===== config.mk =====
export PLATFORM = sky130hd
export DESIGN_NAME = tt_sync_rx
export DESIGN_NICKNAME = d
export VERILOG_FILES = /design/src/rtl/tt_pkg.sv /design/src/rtl/tt_ram_reader.sv /design/src/rtl/tt_sync_rx.sv
export SDC_FILE = /design/constraint.sdc
export NUM_CORES = 1
export LEC_CHECK = 0
export BUFFER_PORTS_ARGS = -buffer_cell sky130_fd_sc_hd__buf_2
export CAP_MARGIN = 15
export CORE_AREA = 4 4 201 203
export CTS_BUF_LIST = sky130_fd_sc_hd__clkbuf_8 sky130_fd_sc_hd__clkbuf_16
export DETAILED_ROUTE_END_ITERATION = 6
export DIE_AREA = 0 0 205 207
export GPL_ROUTABILITY_DRIVEN = 1
export HOLD_SLACK_MARGIN = 0.02
export PLACE_DENSITY = 0.69
export SLEW_MARGIN = 20
export SYNTH_ARGS = -nofsm -noshare
export SYNTH_HDL_FRONTEND = slang
export SYNTH_SLANG_ARGS = --single-unit
export TNS_END_PERCENT = 30

===== constraint.sdc =====
create_clock -name e_rxc -period 12.65 [get_ports e_rxc]
set_input_delay 0.6325 -clock e_rxc [delete_from_list [all_inputs] [get_ports e_rxc]]
set_output_delay 0.6325 -clock e_rxc [all_outputs]
set_load 0.05 [all_outputs]

===== src/rtl/tt_pkg.sv =====
// +----------------------------------------------------------------------------+
// | tt_pkg : shared FSM states, bank word addresses and sequence comparison     |
// | Revision: 1.0                                                                |
// +----------------------------------------------------------------------------+
`default_nettype none

package tt_pkg;

   localparam int unsigned TT_SEQ_W     = 32;
   localparam int unsigned TT_TS_A_ADDR  = 2;
   localparam int unsigned TT_SEQ_A_ADDR = 4;
   localparam int unsigned TT_TS_B_ADDR  = 8;
   localparam int unsigned TT_SEQ_B_ADDR = 10;

   typedef enum logic [2:0] {
      ST_IDLE     = 3'd0,
      ST_RD_SEQ_A = 3'd1,
      ST_RD_SEQ_B = 3'd2,
      ST_CHOOSE   = 3'd3,
      ST_RD_TS    = 3'd4,
      ST_LOAD     = 3'd5
   } tt_state_e;

   // True when a is strictly ahead of b in wrap-around sequence space.
   function automatic logic seq_newer(input logic [TT_SEQ_W-1:0] a,
                                      input logic [TT_SEQ_W-1:0] b);
      logic [TT_SEQ_W-1:0] diff;
      diff = a - b;
      return (!diff[TT_SEQ_W-1]) && (diff != '0);
   endfunction

endpackage

`default_nettype wire


===== src/rtl/tt_ram_reader.sv =====
// +----------------------------------------------------------------------------+
// | tt_ram_reader : one outstanding payload RAM read, RD_LAT cycle pipeline     |
// | Revision: 1.0                                                                |
// +----------------------------------------------------------------------------+
`default_nettype none

module tt_ram_reader #(
   parameter int ADDR_W = 9,
   parameter int DATA_W = 32,
   parameter int RD_LAT = 1
) (
   input  logic              clk,
   input  logic              rst,
   input  logic              i_req,
   input  logic [ADDR_W-1:0] i_req_addr,
   output logic [ADDR_W-1:0] o_ram_rd_addr,
   input  logic [DATA_W-1:0] i_ram_rd_data,
   output logic              o_done,
   output logic              o_data_valid,
   output logic [DATA_W-1:0] o_data
);

   localparam int CNT_W = (RD_LAT > 1) ? $clog2(RD_LAT + 1) : 1;

   logic              active_q, active_d;
   logic [CNT_W-1:0]  cnt_q, cnt_d;
   logic [ADDR_W-1:0] addr_q, addr_d;
   logic [DATA_W-1:0] data_q, data_d;
   logic              valid_q, valid_d;
   logic              w_done;

   // Last cycle of a read: RAM data for the issued address is on the bus now.
   assign w_done = active_q && (cnt_q == '0);

   always_comb begin
      active_d = active_q;
      cnt_d    = cnt_q;
      addr_d   = addr_q;
      data_d   = data_q;
      valid_d  = w_done;
      if (w_done) begin
         active_d = 1'b0;
         data_d   = i_ram_rd_data;
      end else if (active_q) begin
         cnt_d = cnt_q - CNT_W'(1);
      end
      if (i_req) begin
         active_d = 1'b1;
         cnt_d    = CNT_W'(RD_LAT);
         addr_d   = i_req_addr;
      end
   end

   always_ff @(posedge clk or posedge rst) begin
      if (rst) begin
         active_q <= 1'b0;
         cnt_q    <= '0;
         addr_q   <= '0;
         data_q   <= '0;
         valid_q  <= 1'b0;
      end else begin
         active_q <= active_d;
         cnt_q    <= cnt_d;
         addr_q   <= addr_d;
         data_q   <= data_d;
         valid_q  <= valid_d;
      end
   end

   assign o_ram_rd_addr = addr_q;
   assign o_done        = w_done;
   assign o_data_valid  = valid_q;
   assign o_data        = data_q;

endmodule

`default_nettype wire


===== src/rtl/tt_sync_rx.sv =====
// +----------------------------------------------------------------------------+
// | tt_sync_rx : reads both timestamp banks of a received frame, picks the     |
// |              newest, rejects stale frames and reloads the local time.       |
// | Revision: 1.0                                                                |
// +----------------------------------------------------------------------------+
`default_nettype none

module tt_sync_rx
   import tt_pkg::*;
#(
   parameter int ADDR_W     = 9,
   parameter int DATA_W     = 32,
   parameter int RD_LAT     = 1,
   parameter int TS_A_ADDR  = TT_TS_A_ADDR,
   parameter int SEQ_A_ADDR = TT_SEQ_A_ADDR,
   parameter int TS_B_ADDR  = TT_TS_B_ADDR,
   parameter int SEQ_B_ADDR = TT_SEQ_B_ADDR,
   parameter int LINK_DELAY = 0
) (
   input  logic              e_rxc,
   input  logic              reset,
   input  logic              sync_en,
   input  logic              data_receive,
   output logic [ADDR_W-1:0] ram_rd_addr,
   input  logic [DATA_W-1:0] ram_rd_data,
   output logic [DATA_W-1:0] time_counter,
   output logic              sync_valid,
   output logic              stale_pulse,
   output logic [DATA_W-1:0] last_seq,
   output logic [DATA_W-1:0] offset,
   output logic              busy,
   output logic [7:0]        drop_cnt
);

   // Cycles from trigger to LOAD; the timestamp aged this much before it lands.
   localparam int                PROC_LAT = 3 * (RD_LAT + 1) + 2;
   localparam logic [DATA_W-1:0] LOAD_ADJ = DATA_W'(LINK_DELAY + PROC_LAT);

   tt_state_e         state_q, state_d;
   logic              dr_q, dr_d;
   logic [DATA_W-1:0] seq_a_q, seq_a_d;
   logic [DATA_W-1:0] seq_sel_q, seq_sel_d;
   logic              sync_valid_q, sync_valid_d;
   logic              stale_q, stale_d;
   logic [DATA_W-1:0] tc_q, tc_d;
   logic [DATA_W-1:0] last_seq_q, last_seq_d;
   logic [DATA_W-1:0] offset_q, offset_d;
   logic              have_sync_q, have_sync_d;
   logic [7:0]        drop_q, drop_d;

   logic              w_trig;
   logic              rd_req;
   logic [ADDR_W-1:0] rd_req_addr;
   logic              rd_done;
   logic              rd_valid;
   logic [DATA_W-1:0] rd_data;
   logic [DATA_W-1:0] w_load;

   tt_ram_reader #(
      .ADDR_W (ADDR_W),
      .DATA_W (DATA_W),
      .RD_LAT (RD_LAT)
   ) u_reader (
      .clk           (e_rxc),
      .rst           (reset),
      .i_req         (rd_req),
      .i_req_addr    (rd_req_addr),
      .o_ram_rd_addr (ram_rd_addr),
      .i_ram_rd_data (ram_rd_data),
      .o_done        (rd_done),
      .o_data_valid  (rd_valid),
      .o_data        (rd_data)
   );

   assign w_trig = data_receive & ~dr_q;
   assign w_load = rd_data + LOAD_ADJ;

   always_comb begin
      state_d      = state_q;
      dr_d         = data_receive;
      seq_a_d      = seq_a_q;
      seq_sel_d    = seq_sel_q;
      sync_valid_d = 1'b0;
      stale_d      = 1'b0;
      tc_d         = tc_q + DATA_W'(1);
      last_seq_d   = last_seq_q;
      offset_d     = offset_q;
      have_sync_d  = have_sync_q;
      drop_d       = drop_q;
      rd_req       = 1'b0;
      rd_req_addr  = ADDR_W'(SEQ_A_ADDR);

      if (w_trig && sync_en && (state_q != ST_IDLE) && (drop_q != 8'hFF))
         drop_d = drop_q + 8'd1;

      case (state_q)
         ST_IDLE: begin
            if (w_trig && sync_en) begin
               rd_req  = 1'b1;
               state_d = ST_RD_SEQ_A;
            end
         end
         ST_RD_SEQ_A: begin
            if (rd_done) begin
               rd_req      = 1'b1;
               rd_req_addr = ADDR_W'(SEQ_B_ADDR);
               state_d     = ST_RD_SEQ_B;
            end
         end
         ST_RD_SEQ_B: begin
            if (rd_valid)
               seq_a_d = rd_data;
            if (rd_done)
               state_d = ST_CHOOSE;
         end
         ST_CHOOSE: begin
            // Reader output holds sequence B here; a tie falls back to bank A.
            rd_req = 1'b1;
            if (seq_newer(rd_data, seq_a_q)) begin
               seq_sel_d   = rd_data;
               rd_req_addr = ADDR_W'(TS_B_ADDR);
            end else begin
               seq_sel_d   = seq_a_q;
               rd_req_addr = ADDR_W'(TS_A_ADDR);
            end
            state_d = ST_RD_TS;
         end
         ST_RD_TS: begin
            if (rd_done) begin
               sync_valid_d = !have_sync_q || seq_newer(seq_sel_q, last_seq_q);
               stale_d      = !sync_valid_d;
               state_d      = ST_LOAD;
            end
         end
         ST_LOAD: begin
            // sync_valid_q doubles as the accept decision for this frame.
            if (sync_valid_q) begin
               tc_d        = w_load;
               offset_d    = w_load - (tc_q + DATA_W'(1));
               last_seq_d  = seq_sel_q;
               have_sync_d = 1'b1;
            end
            state_d = ST_IDLE;
         end
         default: state_d = ST_IDLE;
      endcase
   end

   always_ff @(posedge e_rxc or posedge reset) begin
      if (reset) begin
         state_q      <= ST_IDLE;
         dr_q         <= 1'b0;
         seq_a_q      <= '0;
         seq_sel_q    <= '0;
         sync_valid_q <= 1'b0;
         stale_q      <= 1'b0;
         tc_q         <= '0;
         last_seq_q   <= '0;
         offset_q     <= '0;
         have_sync_q  <= 1'b0;
         drop_q       <= 8'd0;
      end else begin
         state_q      <= state_d;
         dr_q         <= dr_d;
         seq_a_q      <= seq_a_d;
         seq_sel_q    <= seq_sel_d;
         sync_valid_q <= sync_valid_d;
         stale_q      <= stale_d;
         tc_q         <= tc_d;
         last_seq_q   <= last_seq_d;
         offset_q     <= offset_d;
         have_sync_q  <= have_sync_d;
         drop_q       <= drop_d;
      end
   end

   assign time_counter = tc_q;
   assign sync_valid   = sync_valid_q;
   assign stale_pulse  = stale_q;
   assign last_seq     = last_seq_q;
   assign offset       = offset_q;
   assign busy         = (state_q != ST_IDLE);
   assign drop_cnt     = drop_q;

endmodule

`default_nettype wire


==> reports/results.tsv, run 1 <==
metric	value	unit
status	complete, no violations	
Worst Path Required	13090	ps
largest net degree at the start of global routing	120	
critical path type	register to register	
Net Sw Frac	0.528	
Static Leak	7.90	nW
drt first pass iters	7	
mux share of post-synthesis cell area	0.0305	
routed len/inst	18.9	µm
top sig layer	met4	
post-layout util	0.450	
clock latency at the later pin of the worst-skew pair	570	ps
Synth Register Bits	213	
final period utilization	0.392	
Post-Synth Simple-Gate Area	0.201	
fmax	0.202	GHz
HPWL after detailed placement	34.5	mm
TNS Setup	0	ps
gp weighted congestion	0.941	
crit-path most repeated cell	nand3_1	
asr flop ratio synth	1.00	
min Tclk post-route	4960	ps
Clock power frac	0.139	
placed cell count	2419	
Initial Util	0.398	
via count	14000	
combinational power share	0.637	
Mapped Cells	1844	
hold slack	218	ps
Non-Filler Instances	2466	
distinct cell type count after synthesis	77	
Worst Tran Pin Value	921	ps
met3 wire len	3.27	mm
cell at the root of the clock tree	clkbuf_16	
port buffer count	145	
Adder-Cell Fraction of Synth Area	0.0824	
Core ar.	38500	µm²
1st-iter DRT viols	935	
Worst-path clk slew	60	ps
EDFF count, synth	0	
Die Ht	207	µm
sequential fraction of the synthesis area	0.348	
All-Layer GR Usage	0.215	
commonest cells after routing, fill and taps aside	240 x nand2_1, 213 x dfrtp_1, 166 x nor2_1	
CP startpoint kind	register	
H-tree depth	1	
Worst slew margin	0.384	
Worst Hold Class	primary input to register	
area grow syn2layout	13.1	%
CTS Hold Buffers Added	0	
share of post-route cells with drive strength above 1	0.139	
Finish-stage setup viols	0	
post-route ant nets	0	
NetSw	0.00298	W
setup repair bufs after CTS	0	
vias in the first global route	13700	
syn avg cell area	8.30	µm²
die area	42400	µm²
Clock Path Buffers	3	
Synth Flop Type	dfrtp_1	
yosys warns	0	
RSZ-0062 raised after global routing	no	
Max IR drop VDD	190	µV
first-pass GRT wire length	74.8	mm
row count	72	
Antenna Cells	0	
initial antenna violation count	0	
commonest non-fill, non-tap cell in the layout	nand2_1	
IO Pins	152	
metal1 wirelength	19.9	mm
nets	2065	
number of max-cap violations	0	
post-synthesis compound-gate area fraction	0.210	
Routed WL	46.7	mm
vias per cell	5.66	
total power divided by cell area	325	nW/µm²
endpoint class of the critical path	register	
TritonCTS clock tree	done	
critical path's slowest cell	o41ai_2	
Flop pwr share	0.224	
total CTS buffers	26	
P_int	0.00266	W
critical path arrival	5400	ps
wire length on met2	22.0	mm
post-cts gate resize count	0	
DRC	0	
Slew Viols, Final	0	
Hold Vio Cnt, Final	0	
CTS sink count	213	
main combinational cell family by area after synthesis	compound AO/OA/AOI/OAI gates	
critical path, cell by cell	ha_1 > nand3_1 > nor2_1 > and3_1 > nand3_1 > xnor2_1 > ha_1 > nand3_1 > or3_1 > a31oi_1 > o31ai_1 > a21oi_1 > o41ai_2 > nor2_1 > a2111oi_0 > xor2_1 > o21ai_1	
Layout Skew	40.2	ps
slowest stage delay, CP	640	ps
Max FO, Critical Path	8	
overflow left after global routing	0	
Synth Cell Area	15300	µm²
Post-Synth XOR/XNOR Area	0.0731	
die width	205	µm
## sequential cells by signal, indices dropped and copies added, names as in the netlist, 3 cells and up
register / cells
seq_sel_q: 32
last_seq: 32
drop_cnt: 8
offset: 32
time_counter: 32
state_q: 3
seq_a_q: 32
u_reader.o_ram_rd_addr: 3
u_reader.o_data: 32
## cell usage after synthesis, drive strengths merged, types with 23 or more instances
master,instances,area [µm²]
a311o,29,290
clkbuf,83,312
ha,96,1200
xnor2,68,596
buf,23,140
a21o,38,285
dfrtp,213,5330
o21ai,119,596
inv,106,398
a21oi,126,638
nor2,167,627
nand3,53,265
a211oi,39,343
mux2,37,417
and3,25,156
nor3,61,305
nand2,241,905
xor2,59,524
nor4,40,250
## layer usage
| layer | global-route usage | up-vias |
|---|---|---|
| met4 | 0.0670 | 0 |
| met5 | 0 | - |
| met3 | 0.0452 | 72 |
| met1 | 0.284 | 6698 |
| li1 | - | 6728 |
| met2 | 0.354 | 453 |
## stage by stage
stage | power (W) | worst slack [ps] | area [µm²]
6_report | 0.00563 | 7690 | 17300
3_5_place_dp | 0.00479 | 7690 | 16400
3_3_place_gp | 0.00475 | 7760 | 16400
2_1_floorplan | 0.00385 | 6190 | 15300
5_1_grt | 0.00605 | 7200 | 17300
4_1_cts | 0.00559 | 7670 | 17300
## cell families after synthesis
| family | after synthesis |
|---|---|
| simple gates | 672 |
| compound gates | 478 |
| flops | 213 |
| buf+inv | 212 |
| xor+xnor | 127 |
| other cells | 1 |
| mux | 42 |
| fa+ha+maj | 99 |
## worst paths after layout
kind	cells past startpoint	slack [ps]	end	startpoint
setup / recovery	17	7690	offset[29]$_DFFE_PP0P_	u_reader.o_data[3]$_DFFE_PP0P_
hold / removal	1	220	dr_q$_DFF_PP0_	data_receive
setup reg to reg	17	7690	offset[29]$_DFFE_PP0P_	u_reader.o_data[3]$_DFFE_PP0P_
hold reg to reg	2	480	offset[16]$_DFFE_PP0P_	offset[16]$_DFFE_PP0P_
max in group asynchronous	3	11110	seq_sel_q[29]$_DFFE_PP0P_	reset
min in group asynchronous	2	230	last_seq[10]$_DFFE_PP0P_	reset
## power groups by stage
stage	sequential [W]	combinational (W)	clock (W)
after floorplan	0.00133	0.00251	0
after global placement	0.00125	0.00350	0
after detailed placement	0.00126	0.00352	0
after CTS	0.00125	0.00354	0.000795
after global routing	0.00130	0.00393	0.000820
final	0.00126	0.00359	0.000781
## final cells by class
| class | count | area, µm² |
|---|---|---|
| clock buffers | 29 | 692 |
| clock inverters | 17 | 198 |
| fillers | 3816 | 21100 |
| inverters | 106 | 405 |
| multi-input cells | 1424 | 9200 |
| flip-flops and latches | 213 | 5330 |
| well taps | 518 | 648 |
| repair buffers | 159 | 851 |
## worst max-delay path: cells and delay by family, from the launching register on
| family | cells | cell delay [ps] |
|---|---|---|
| xor gates and xnor gates | 2 | 650 |
| DFF | 1 | 500 |
| and+or+nand+nor | 7 | 1160 |
| adders and majority gates | 2 | 630 |
| AOI/OAI and AO/OA | 6 | 1910 |
(Power assumes the default switching activity.)
==> inputs of run 2 (changes only) <==
==> constraint.sdc (replaced) <==
create_clock -name e_rxc -period 5 [get_ports e_rxc]
set_input_delay 0.25 -clock e_rxc [delete_from_list [all_inputs] [get_ports e_rxc]]
set_output_delay 0.25 -clock e_rxc [all_outputs]
set_load 0.05 [all_outputs]
==> reports/results.tsv, run 2 (synthesis results as in run 1) <==
metric	value	unit
gp weighted congestion	0.942	
initial antenna violation count	0	
Max IR drop VDD	518	µV
hold endpoint	u_reader.o_data[4]$_DFFE_PP0P_	
first-pass GRT wire length	75.7	mm
Reg2Reg Setup Slack	-40	ps
delay-heaviest family, CP	compound AO/OA/AOI/OAI gates	
CP startpoint kind	register	
Worst slew margin	0.112	
crit-path most repeated cell	nor3_1	
endpoint class of the critical path	register	
R2R depth	14	
critical path, cell by cell	ha_1 > and4_4 > and2_1 > a211o_1 > a21oi_2 > o311ai_0 > a2111oi_0 > buf_4 > o2111ai_1 > nor3_1 > and4_2 > buf_12 > nor3_1 > a211oi_1	
Finish-stage setup viols	12	
1st-iter DRT viols	991	
Worst Hold Class	primary input to register	
via count	14200	
Worst-path clk slew	60	ps
critical path's slowest cell	a2111oi_0	
fillers	3802	
Worst Path Required	5440	ps
Non-Filler Instances	2514	
drt first pass iters	5	
commonest cells after routing, fill and taps aside	241 x nand2_1, 213 x dfrtp_1, 166 x nor2_1	
row count	72	
Hold Path Depth	3	
share of post-route cells with drive strength above 1	0.146	
min Tclk post-route	5040	ps
routed len/inst	18.9	µm
final period utilization	1.01	
Hold Vio Cnt, Final	0	
Initial Util	0.398	
Max FO, Critical Path	66	
commonest non-fill, non-tap cell in the layout	nand2_1	
Antenna Cells	0	
H-tree depth	1	
HPWL after detailed placement	35.0	mm
number of max-cap violations	0	
r2r endpoint	seq_sel_q[5]$_DFFE_PP0P_	
Core ar.	38500	µm²
slowest stage delay, CP	1150	ps
Layout Skew	38.7	ps
die width	205	µm
nets	2112	
DRC	0	
die area	42400	µm²
post-route ant nets	0	
Static Leak	8.12	nW
Slew Viols, Final	0	
IO Pins	152	
fin worst setup slack	-40.8	ps
Routed WL	47.6	mm
port buffer count	145	
status	complete, but fails checks	
All-Layer GR Usage	0.217	
critical path arrival	5480	ps
TritonCTS clock tree	done	
post-layout util	0.463	
largest net degree at the start of global routing	103	
placed instance area	16600	µm²
overflow left after global routing	0	
Clock Path Buffers	3	
fin area	17800	µm²
Worst Tran Pin Value	1300	ps
total CTS buffers	26	
vias in the first global route	13900	
buffers and inverters on the worst path	2	
RR Startpoint	u_reader.o_data[6]$_DFFE_PP0P_	
RSZ-0062 raised after global routing	no	
hold path start	ram_rd_data[4]	
fmax	0.198	GHz
Die Ht	207	µm
violated checks	setup timing	
vias per cell	5.66	
cell at the root of the clock tree	clkbuf_16	
placed cell count	2435	
Total Power	0.0145	W
total power divided by cell area	815	nW/µm²
area grow syn2layout	16.4	%
critical path type	register to register	
clock latency at the later pin of the worst-skew pair	560	ps
hold slack	42.0	ps
CTS sink count	213	
==> run 2: changes by cell type in the layout (fill, tap and decap cells not counted), sizes merged <==
cell / previous run / this run
clkinvlp: 2 / 1
clkbuf: 29 / 31
dlygate4sd3: 0 / 32
buf: 159 / 174
inv: 112 / 107
clkinv: 5 / 10
==> run 2: layer usage <==
metal	GRT usage	part of all wire	wire length, µm
met1	0.300	0.45	21300
met5	0	0	0
met2	0.356	0.47	22200
met4	0.0746	0.036	1730
met3	0.0224	0.051	2410
==> run 2: layout make-up <==
| type | count | area [µm²] | area share |
|---|---|---|---|
| Sequential cell | 213 | 5330 | 0.299 |
| Clock buffer | 31 | 719 | 0.0404 |
| Clock inverter | 16 | 213 | 0.0119 |
| Tap cell | 518 | 648 | 0.0364 |
| Multi-Input combinational cell | 1424 | 9190 | 0.516 |
| Inverter | 106 | 402 | 0.0225 |
| Timing Repair Buffer | 206 | 1310 | 0.0737 |
==> run 2: worst max-delay path by stage <==
stage,to,cells past startpoint,start,slack (ps)
after detailed placement,seq_sel_q[27]$_DFFE_PP0P_,14,u_reader.o_data[6]$_DFFE_PP0P_,310
after global placement,seq_sel_q[6]$_DFFE_PP0P_,14,u_reader.o_data[6]$_DFFE_PP0P_,440
after floorplan,offset[29]$_DFFE_PP0P_,17,time_counter[0]$_DFF_PP0_,900
final,seq_sel_q[5]$_DFFE_PP0P_,14,u_reader.o_data[6]$_DFFE_PP0P_,-40
after global routing,seq_sel_q[24]$_DFFE_PP0P_,14,u_reader.o_data[6]$_DFFE_PP0P_,10
after CTS,seq_sel_q[9]$_DFFE_PP0P_,14,u_reader.o_data[6]$_DFFE_PP0P_,300
==> run 2: metrics by stage <==
stage	setup slack (ps)	setup TNS, ps
after floorplan	901	0
after global placement	437	0
after detailed placement	306	0
after CTS	298	0
after global routing	9.94	0
final	-40.8	-159
==> run 2: worst reg2reg max path, cell delays in order, from the launching register on <==
cell       delay [ps]
dfrtp_1           600
ha_1              410
and4_4            240
and2_1            170
a211o_1           390
a21oi_2           280
o311ai_0          300
a2111oi_0        1150
buf_4             250
o2111ai_1         110
nor3_1            120
and4_2            250
buf_12            290
nor3_1            150
a211oi_1          220
==> run 2: repair_timing <==
item / in CTS / in global routing
endpoints found under the hold margin: 70 / 0
setup endpoints to repair: 0 / 0
hold buffers: 32 / 0
buffers inserted: 0 / 0
gates resized for setup: 0 / 0
==> run 2: report_power, final <==
group          internal (W)  switching (W)  leakage, nW
Combinational       0.00333        0.00601         5.12
Sequential          0.00232       0.000800         2.53
Clock               0.00124       0.000825        0.466
==> inputs of run 3 (changes only) <==
--- a/config.mk
+++ b/config.mk
@@ -7,13 +7,13 @@
 export LEC_CHECK = 0
 export BUFFER_PORTS_ARGS = -buffer_cell sky130_fd_sc_hd__buf_2
 export CAP_MARGIN = 15
-export CORE_AREA = 4 4 201 203
+export CORE_AREA = 4 4 188 190
 export CTS_BUF_LIST = sky130_fd_sc_hd__clkbuf_8 sky130_fd_sc_hd__clkbuf_16
 export DETAILED_ROUTE_END_ITERATION = 6
-export DIE_AREA = 0 0 205 207
+export DIE_AREA = 0 0 192 194
 export GPL_ROUTABILITY_DRIVEN = 1
 export HOLD_SLACK_MARGIN = 0.02
-export PLACE_DENSITY = 0.69
+export PLACE_DENSITY = 0.76
 export SLEW_MARGIN = 20
 export SYNTH_ARGS = -nofsm -noshare
 export SYNTH_HDL_FRONTEND = slang
==> reports/results.tsv, run 3 (synthesis results as in run 1) <==
metric	value	unit
status	complete, no violations	
HPWL after detailed placement	33.6	mm
min Tclk post-route	4560	ps
via count	14200	
Initial Util	0.458	
first-pass GRT wire length	72.9	mm
TritonCTS clock tree	done	
placed cell count	2362	
share of post-route cells with drive strength above 1	0.143	
critical path arrival	4980	ps
Worst-path clk slew	60	ps
critical path, cell by cell	ha_1 > and4_4 > and2_1 > a211o_1 > a21oi_2 > o311ai_0 > a2111oi_0 > buf_4 > o2111ai_1 > nor3_1 > and4_2 > buf_12 > nor3_1 > a211oi_1	
Die Ht	194	µm
port buffer count	145	
Static Leak	8.11	nW
drt first pass iters	7	
CTS sink count	213	
Flop pwr share	0.217	
nets	2111	
Max FO, Critical Path	66	
Slew Viols, Final	0	
Hold Vio Cnt, Final	0	
largest net degree at the start of global routing	148	
combinational power share	0.644	
endpoint class of the critical path	register	
Net Sw Frac	0.520	
vias per cell	5.81	
Routed WL	45.4	mm
critical path type	register to register	
post-layout util	0.530	
vias in the first global route	13700	
Worst Hold Class	primary input to register	
Antenna Cells	0	
Clock Path Buffers	3	
fin area	17700	µm²
post-route ant nets	0	
fmax	0.219	GHz
overflow left after global routing	0	
H-tree depth	1	
All-Layer GR Usage	0.238	
final period utilization	0.912	
post-cts gate resize count	0	
row count	67	
setup repair bufs after CTS	0	
Finish-stage setup viols	0	
initial antenna violation count	0	
placed instance area	16500	µm²
Core ar.	33400	µm²
Worst slew margin	0.288	
gp weighted congestion	0.939	
fillers	3070	
RSZ-0062 raised after global routing	no	
critical path's slowest cell	a2111oi_0	
1st-iter DRT viols	1130	
Max IR drop VDD	447	µV
CTS Hold Buffers Added	34	
P_int	0.00692	W
crit-path most repeated cell	nor3_1	
Worst Tran Pin Value	1070	ps
area grow syn2layout	15.7	%
Total Power	0.0144	W
die width	192	µm
routed len/inst	18.6	µm
IO Pins	152	
cell at the root of the clock tree	clkbuf_16	
Non-Filler Instances	2444	
Worst Path Required	5430	ps
CP startpoint kind	register	
commonest non-fill, non-tap cell in the layout	nand2_1	
total CTS buffers	26	
die area	37200	µm²
clock latency at the later pin of the worst-skew pair	540	ps
Layout Skew	25.1	ps
number of max-cap violations	0	
TNS Setup	0	ps
total power divided by cell area	813	nW/µm²
DRC	0	
commonest cells after routing, fill and taps aside	241 x nand2_1, 213 x dfrtp_1, 166 x nor2_1	
slowest stage delay, CP	650	ps
Clock power frac	0.140	
NetSw	0.00749	W
[run 3: cell types whose count changed in the layout (fill, tap and decap cells not counted), moves of 2 or more]
| cell | previous run | this run |
|---|---|---|
| inv_1 | 105 | 108 |
| dlygate4sd3_1 | 32 | 34 |
| buf_4 | 25 | 22 |
| clkinv_4 | 5 | 1 |
| clkinvlp_4 | 1 | 4 |
[run 3: final cells by class]
cell class / instances / area (µm²) / share of cell area
inverters: 106 / 402 / 0.0227
clock inverters: 17 / 191 / 0.0108
flip-flops and latches: 213 / 5330 / 0.301
repair buffers: 205 / 1310 / 0.0740
well taps: 448 / 561 / 0.0316
multi-input cells: 1424 / 9190 / 0.519
clock buffers: 31 / 731 / 0.0412
[run 3: power groups by stage]
stage	clock [W]	sequential [W]	combinational [W]
after CTS	0.00205	0.00310	0.00913
after global placement	0	0.00309	0.00890
after global routing	0.00212	0.00321	0.0101
after detailed placement	0	0.00313	0.00906
after floorplan	0	0.00338	0.00636
final	0.00201	0.00313	0.00927
[run 3: metal layers]
metal,GRT usage,vias to the layer above,wire [µm]
met5,0,-,0
met4,0.0827,0,1630
met3,0.0277,89,2930
met2,0.386,474,21100
met1,0.329,6810,19700
li1,-,6826,-
[run 3: worst max-delay path: cells and delay by family (launching register included)]
family                   cells  cell delay [ps]
buffers and inverters        2              540
AO/OA/AOI/OAI                6             2060
flip-flops                   1              490
adder cells (fa/ha/maj)      1              420
AND/OR/NAND/NOR              5              920
[run 3: final timing paths]
| kind | cells past startpoint | slack, ps | from | end |
|---|---|---|---|---|
| worst max register to register | 14 | 440 | u_reader.o_data[5]$_DFFE_PP0P_ | seq_sel_q[2]$_DFFE_PP0P_ |
| max in group asynchronous | 4 | 3820 | reset | u_reader.o_data[17]$_DFFE_PP0P_ |
| worst min register to register | 2 | 480 | offset[31]$_DFFE_PP0P_ | offset[31]$_DFFE_PP0P_ |
| worst min-delay path | 5 | 300 | sync_en | u_reader.o_ram_rd_addr[2]$_DFFE_PP0P_ |
| min in group asynchronous | 4 | 480 | reset | offset[5]$_DFFE_PP0P_ |
| worst max-delay path | 14 | 440 | u_reader.o_data[5]$_DFFE_PP0P_ | seq_sel_q[2]$_DFFE_PP0P_ |
[run 3: through the flow]
step / hold slack, ps / worst slack, ps
6_report: 303 / 442
5_1_grt: 301 / 162
4_1_cts: 262 / 648
3_5_place_dp: 379 / 659
3_3_place_gp: 373 / 655
2_1_floorplan: 281 / 901
